--- config.mk ---
export PLATFORM = sky130hd
export DESIGN_NAME = qsn_sched_ctrl
export DESIGN_NICKNAME = d
export VERILOG_FILES = /design/src/rtl/qsn_ctrl_pkg.sv /design/src/rtl/qsn_sel_decode.sv /design/src/rtl/qsn_sched_ctrl.sv
export SDC_FILE = /design/constraint.sdc
export NUM_CORES = 1
export LEC_CHECK = 0
export BUFFER_PORTS_ARGS = -buffer_cell sky130_fd_sc_hd__buf_2
export CORE_MARGIN = 4
export CORE_UTILIZATION = 45
export CTS_BUF_LIST = sky130_fd_sc_hd__clkbuf_4 sky130_fd_sc_hd__clkbuf_8 sky130_fd_sc_hd__clkbuf_16
export DETAILED_ROUTE_END_ITERATION = 6
export PLACE_DENSITY = 0.67
export SETUP_SLACK_MARGIN = 0.4
export SLEW_MARGIN = 5
export SYNTH_ARGS = -nofsm -noshare
export SYNTH_HDL_FRONTEND = slang
export SYNTH_SLANG_ARGS = --single-unit
--- constraint.sdc ---
create_clock -name sys_clk -period 2.6 [get_ports sys_clk]
set_input_delay 0.39 -clock sys_clk [delete_from_list [all_inputs] [get_ports sys_clk]]
set_output_delay 0.39 -clock sys_clk [all_outputs]
set_load 0.01 [all_outputs]
--- src/rtl/qsn_ctrl_pkg.sv ---
// Shared constants, FSM state type, select-set record and merge-mask helper
// for the quasi-cyclic shift network scheduler.
package qsn_ctrl_pkg;

    localparam int Z          = 85;
    localparam int SEL_W      = 7;
    localparam int COL_NUM    = 16;
    localparam int LAYER_NUM  = 8;
    localparam int NULL_SHIFT = 127;

    localparam int COL_W     = 4;
    localparam int LAYER_W   = 3;
    localparam int ADDR_W    = LAYER_W + COL_W;
    localparam int TBL_DEPTH = COL_NUM * LAYER_NUM;

    localparam logic [COL_W-1:0] LAST_COL = COL_W'(COL_NUM - 1);

    typedef enum logic [1:0] {INIT, IDLE, RUN, DONE} state_t;

    typedef struct packed {
        logic [SEL_W-1:0] left;
        logic [SEL_W-1:0] right;
        logic [Z-2:0]     merge;
        logic             null_blk;
        logic [COL_W-1:0] col;
    } sel_set_t;

    localparam sel_set_t SEL_SET_RST = '{left: '0, right: '0, merge: '1, null_blk: 1'b0, col: '0};

    // Lane j takes the left net while it has not wrapped past the circulant edge.
    function automatic logic [Z-2:0] shift_to_merge(input logic [SEL_W-1:0] s);
        logic [Z-2:0] m;
        for (int j = 0; j < Z - 1; j++) begin
            m[j] = (j < (Z - int'(s)));
        end
        return m;
    endfunction

endpackage

--- src/rtl/qsn_sel_decode.sv ---
// Combinational mapping of one circulant shift factor to the left/right/merge
// network selects; any code outside 0..Z-1 is treated as a zero submatrix.
module qsn_sel_decode
    import qsn_ctrl_pkg::*;
(
    input  logic [SEL_W-1:0] shift,
    output logic [SEL_W-1:0] left_sel,
    output logic [SEL_W-1:0] right_sel,
    output logic [Z-2:0]     merge_sel,
    output logic             null_blk
);

    always_comb begin
        // NOTE: every output gets a default first so no path can infer a latch.
        left_sel  = '0;
        right_sel = '0;
        merge_sel = '1;
        null_blk  = 1'b0;
        if (int'(shift) >= Z) begin
            null_blk = 1'b1;
        end else begin
            left_sel  = shift;
            right_sel = (shift == '0) ? '0 : SEL_W'(Z - int'(shift));
            merge_sel = shift_to_merge(shift);
        end
    end

endmodule

--- src/rtl/qsn_sched_ctrl.sv ---
// Layer sweep sequencer for the QSN datapath: shift table, sweep FSM and
// valid/ready select issue. Define QSN_SEL_REG_EN to add a registered skid stage.
module qsn_sched_ctrl
    import qsn_ctrl_pkg::*;
(
    input  logic               sys_clk,
    input  logic               rstn,
    input  logic               cfg_we,
    input  logic [ADDR_W-1:0]  cfg_addr,
    input  logic [SEL_W-1:0]   cfg_shift,
    input  logic               start,
    input  logic [LAYER_W-1:0] layer_id,
    output logic               busy,
    output logic               done,
    output logic               sel_valid,
    input  logic               sel_ready,
    output logic [SEL_W-1:0]   left_sel,
    output logic [SEL_W-1:0]   right_sel,
    output logic [Z-2:0]       merge_sel,
    output logic [COL_W-1:0]   col_idx,
    output logic               null_blk
);

    logic [SEL_W-1:0]   tbl [TBL_DEPTH];
    state_t             state;
    logic [ADDR_W-1:0]  init_cnt;
    logic [LAYER_W-1:0] layer_q;
    logic [COL_W-1:0]   rd_col;
    logic [COL_W-1:0]   col_next;
    logic [SEL_W-1:0]   rd_shift;
    logic               rd_valid;
    logic               rd_ready;
    logic               tbl_we;
    logic [ADDR_W-1:0]  tbl_waddr;
    logic [SEL_W-1:0]   tbl_wdata;
    logic [SEL_W-1:0]   dec_left;
    logic [SEL_W-1:0]   dec_right;
    logic [Z-2:0]       dec_merge;
    logic               dec_null;
    sel_set_t           rd_set;
    sel_set_t           out_set;
    logic               out_valid;

    assign col_next = rd_col + COL_W'(1);

    // The init sweep owns the write port; configuration writes wait until it ends.
    always_comb begin
        tbl_we    = cfg_we;
        tbl_waddr = cfg_addr;
        tbl_wdata = cfg_shift;
        if (state == INIT) begin
            tbl_we    = 1'b1;
            tbl_waddr = init_cnt;
            tbl_wdata = SEL_W'(NULL_SHIFT);
        end
    end

    // NOTE: the table has no reset; the INIT sweep clears it one entry per cycle.
    always_ff @(posedge sys_clk) begin
        if (tbl_we) tbl[tbl_waddr] <= tbl_wdata;
    end

    always_ff @(posedge sys_clk or negedge rstn) begin
        if (!rstn) begin
            state    <= INIT;
            init_cnt <= '0;
            busy     <= 1'b0;
            done     <= 1'b0;
            layer_q  <= '0;
            rd_col   <= '0;
            rd_shift <= '0;
            rd_valid <= 1'b0;
        end else begin
            case (state)
                INIT: begin
                    busy     <= 1'b1;
                    init_cnt <= init_cnt + ADDR_W'(1);
                    if (init_cnt == ADDR_W'(TBL_DEPTH - 1)) state <= IDLE;
                end
                IDLE: begin
                    busy <= start;
                    if (start) begin
                        layer_q  <= layer_id;
                        rd_col   <= '0;
                        rd_shift <= tbl[{layer_id, COL_W'(0)}];
                        rd_valid <= 1'b1;
                        state    <= RUN;
                    end
                end
                RUN: begin
                    if (rd_valid && rd_ready) begin
                        if (rd_col == LAST_COL) begin
                            rd_valid <= 1'b0;
                        end else begin
                            rd_col   <= col_next;
                            rd_shift <= tbl[{layer_q, col_next}];
                        end
                    end
                    // Completion follows the datapath accept, not the table read.
                    if (sel_valid && sel_ready && col_idx == LAST_COL) begin
                        state <= DONE;
                        done  <= 1'b1;
                    end
                end
                DONE: begin
                    done  <= 1'b0;
                    busy  <= 1'b0;
                    state <= IDLE;
                end
                default: state <= INIT;
            endcase
        end
    end

    qsn_sel_decode u_dec (
        .shift     (rd_shift),
        .left_sel  (dec_left),
        .right_sel (dec_right),
        .merge_sel (dec_merge),
        .null_blk  (dec_null)
    );

    assign rd_set = '{left: dec_left, right: dec_right, merge: dec_merge,
                      null_blk: dec_null, col: rd_col};

`ifdef QSN_SEL_REG_EN
    sel_set_t skid_set;
    logic     skid_valid;

    // Two-entry skid: the spare slot catches the read issued while the output stalls.
    assign rd_ready = !skid_valid;

    always_ff @(posedge sys_clk or negedge rstn) begin
        if (!rstn) begin
            out_set    <= SEL_SET_RST;
            skid_set   <= SEL_SET_RST;
            out_valid  <= 1'b0;
            skid_valid <= 1'b0;
        end else if (!out_valid || sel_ready) begin
            if (skid_valid) begin
                out_set    <= skid_set;
                out_valid  <= 1'b1;
                skid_valid <= 1'b0;
            end else begin
                out_valid <= rd_valid;
                if (rd_valid) out_set <= rd_set;
            end
        end else if (rd_valid && !skid_valid) begin
            skid_set   <= rd_set;
            skid_valid <= 1'b1;
        end
    end
`else
    assign rd_ready  = sel_ready;
    assign out_set   = rd_set;
    assign out_valid = rd_valid;
`endif

    assign sel_valid = out_valid;
    assign left_sel  = out_set.left;
    assign right_sel = out_set.right;
    assign merge_sel = out_set.merge;
    assign null_blk  = out_set.null_blk;
    assign col_idx   = out_set.col;

endmodule

==> metrics <==
Hold WS=0.0693 ns; clock-pin slew on the worst setup and hold paths=0.06 ns; count of H-tree levels built during CTS=3; Filler cells=5671; warning count from the yosys run=0; number of standard cells in the final layout excluding fillers=3787; critical path required time=2.21 ns; aggregate global routing overflow=0; Synth Net Count=2012; initial DRC count=2773; primary flip-flop cell chosen by synthesis mapping=sky130_fd_sc_hd__edfxtp_1; number of ports placed on the die boundary=128; vias in the first global route=22.8k; worst-case vdd ir drop=455 uV; Via density=6.06; failing checks=negative setup slack; share of the yosys chip area belonging to registers=72.5%; clock tree skew after final layout=0.0273 ns; cell leakage power=0.0149 uW; part of the cycle the worst path needs=129%; mean instance size in the synthesized netlist=19.2 um^2; number of hold violations in the final report=0; post-layout min period=3.35 ns; Async SR Flop Fraction=2.82%; Final GP Congestion=0.944; cell area after synthesis=38000 um^2; number of clock buffers inserted by TritonCTS=92; overall fraction of global-route tracks in use=24.0%; number of flops mapped to enable cells by yosys=896; highest-count cells in the layout ignoring fill and taps=sky130_fd_sc_hd__edfxtp_1 (896), sky130_fd_sc_hd__mux4_2 (262), sky130_fd_sc_hd__buf_4 (256); Slew Limit Fails=0; clock tree from TritonCTS=yes; area of all placed cells without fillers=50400 um^2; Port Buffer Count=127; length in cells of the worst reg-to-reg path=9; Cell Area, Placed=43800 um^2; remaining routing DRC violations=0; share of final-layout standard cells stronger than drive strength 1=50.3%; Worst-Skew Late Latency=0.65 ns; endpoint class of the critical path=primary output; number of sinks on the clock net=922; maximum number of pins on one net before global-route repair=74; area inside the core boundary=83700 um^2; relative slew slack=48.8%; max-capacitance violation count=0; number of distinct standard cells referenced by the synthesized netlist=63; Detail Placement HPWL=70400 um; total power divided by cell area=586 nW/um^2; x dimension of the die=299 um; register-to-register path setup slack=-0.23 ns; worst setup path startpoint=rd_shift[1]$_DFFE_PN0P_; average wire length per cell after detail routing=29.5 um; Worst Setup Path Type=reg2out; Worst-Margin Slew=0.768 ns; first-pass GRT wire length=158000 um; setup ws final=-0.748 ns; classification of the worst-slack hold path=in2reg; Die ar.=89200 um^2; die height=299 um; arrival time of data at the critical path endpoint=2.96 ns; startpoint type of the worst setup path=register; Achievable Freq=0.299 GHz; RSZ-0062 raised after global routing=yes; maximum clock path buffer count=3; number of nets in the finished design=2607; startpoint of the lowest-slack register-to-register path=col_idx[0]$_DFFE_PN0P_; number of standard-cell rows in the floorplan=106; initial antenna violation count=5; total length of routed wires=112000 um; placed insts=3473; endpoint of the most critical register-to-register path=rd_shift[6]$_DFFE_PN0P_; critical hold path startpoint=sel_ready; Gate Count Post-Synth=1980; instance count along the most critical hold path=3; commonest non-fill, non-tap cell in the layout=sky130_fd_sc_hd__edfxtp_1; final setup violation count=105; outcome=complete, but fails checks; top fanout value on the critical path=7; clock root buffer=sky130_fd_sc_hd__clkbuf_16; via total after detailed routing=23.0k; synthesis-to-finish area growth=32.6%; post-route ant nets=0; Yosys reg bits=922; Pre-Repair DR Iteration Count=6; Worst Hold End=sel_valid$_DFFE_PN0P_; starting utilization of the core area=45.4%
==> what timing repair did <==
item	in CTS	in global routing
setup buffers	69	44
gates cloned	16	12
pin swaps	74	72
resized for setup	263	187
hold buffers	1	0
hold endpoints to repair	26	0
setup endpoints to repair	1002	1001
==> registers in the layout, summed over array words and instances, names as in the netlist <==
| name | flops |
|---|---|
| sel_valid | 1 |
| col_idx | 4 |
| tbl | 896 |
| busy | 1 |
| init_cnt | 7 |
| done | 1 |
| layer_q | 3 |
| state | 2 |
| rd_shift | 7 |
==> where the power goes <==
part	leakage, uW	total, uW	switching (uW)	internal, uW
Sequential	0.00704	16000	0	16000
Combinational	0.00634	82.3	47.4	34.9
Clock	0.00153	13400	5640	7790
Total	0.0149	29600	5690	23900
==> area by class of cell <==
cell class	count	area, um^2	area share [%]
Multi-Input combinational cell	920	11600	22.9
Sequential cell	922	27600	54.7
Antenna cell	2	5.00	0.00993
Clock buffer	113	2470	4.90
Clock inverter	57	591	1.17
Timing Repair Buffer	617	6730	13.3
Tap cell	1134	1420	2.81
Inverter	22	88.8	0.176
==> synthesized netlist by cell type (3+ instances only) <==
library cell	number	area share, %
sky130_fd_sc_hd__a32oi_1	8	0.18
sky130_fd_sc_hd__dfrtp_1	26	1.7
sky130_fd_sc_hd__or3_1	6	0.099
sky130_fd_sc_hd__buf_1	5	0.049
sky130_fd_sc_hd__inv_1	22	0.22
sky130_fd_sc_hd__a22o_1	6	0.14
sky130_fd_sc_hd__buf_6	18	0.53
sky130_fd_sc_hd__o21ai_0	65	0.86
sky130_fd_sc_hd__ha_1	10	0.33
sky130_fd_sc_hd__edfxtp_1	896	71
sky130_fd_sc_hd__nand4_1	12	0.20
sky130_fd_sc_hd__and2_1	8	0.13
sky130_fd_sc_hd__nor3_1	9	0.12
sky130_fd_sc_hd__mux2_2	8	0.24
sky130_fd_sc_hd__buf_4	15	0.30
sky130_fd_sc_hd__nand2_1	131	1.3
sky130_fd_sc_hd__o22ai_1	3	0.049
sky130_fd_sc_hd__buf_2	22	0.29
sky130_fd_sc_hd__a21oi_1	53	0.70
sky130_fd_sc_hd__a311oi_1	4	0.092
sky130_fd_sc_hd__mux2i_1	26	0.68
sky130_fd_sc_hd__o21a_1	5	0.099
sky130_fd_sc_hd__clkbuf_1	52	0.51
sky130_fd_sc_hd__a21o_1	3	0.059
sky130_fd_sc_hd__xnor2_1	11	0.25
sky130_fd_sc_hd__or2_2	8	0.13
sky130_fd_sc_hd__xor2_1	3	0.069
sky130_fd_sc_hd__a31oi_1	8	0.13
sky130_fd_sc_hd__nor2_1	165	1.6
sky130_fd_sc_hd__nor2b_1	8	0.13
sky130_fd_sc_hd__nand2b_1	8	0.13
sky130_fd_sc_hd__nand3_1	43	0.57
sky130_fd_sc_hd__o221ai_1	3	0.069
sky130_fd_sc_hd__mux4_2	255	15
sky130_fd_sc_hd__mux4_1	16	1.1
sky130_fd_sc_hd__and3_1	5	0.082
==> worst max-delay path, cell delays in order (launching register included) <==
cell and delay [ns]:
sky130_fd_sc_hd__dfrtp_2 0.49, sky130_fd_sc_hd__buf_6 0.15, sky130_fd_sc_hd__a21oi_4 0.20, sky130_fd_sc_hd__buf_4 0.15, sky130_fd_sc_hd__xnor2_1 0.14, sky130_fd_sc_hd__buf_4 0.21
sky130_fd_sc_hd__nor4_4 0.30, sky130_fd_sc_hd__buf_4 0.24, sky130_fd_sc_hd__buf_8 0.15, sky130_fd_sc_hd__a31oi_2 0.09, sky130_fd_sc_hd__buf_2 0.15
==> metal layers <==
layer / vias up / global-route usage, % / wire, um
li1: 9311 / - / -
met1: 11995 / 32.5 / 41700
met2: 1358 / 39.3 / 54900
met3: 282 / 5.40 / 10700
met4: 4 / 7.53 / 4520
met5: - / 0 / 31
==> kinds of logic after synthesis <==
kind of cell	count (synthesis)	synth area share (%)
flops	922	72.5
xor+xnor	17	0.480
buf+inv	138	2.05
fa+ha+maj	10	0.329
compound gates	177	2.86
simple gates	411	4.69
mux	305	17.1
==> stage by stage <==
step / total power [uW] / setup WS, ns / TNS [ns] / util, %
floorplan: 16400 / 0.157 / 0 / -
global placement: 16400 / -0.176 / -29.98 / 52.3
detailed placement: 16400 / -0.211 / -36.42 / 52.3
CTS: 29700 / -0.544 / -45.64 / 58.5
global route: 30400 / -0.811 / -62.29 / 60.2
finish: 29600 / -0.748 / -54.77 / 60.2
==> how the worst max path moves through the flow <==
| stage | end | cells past startpoint |
|---|---|---|
| floorplan | tbl[51][0]$_DFFE_PP_ | 9 |
| CTS | merge_sel[17] | 9 |
| finish | merge_sel[20] | 10 |
| global placement | rd_shift[5]$_DFFE_PN0P_ | 8 |
| global route | merge_sel[20] | 10 |
| detailed placement | tbl[69][4]$_DFFE_PP_ | 8 |
(Power assumes the default switching activity.)
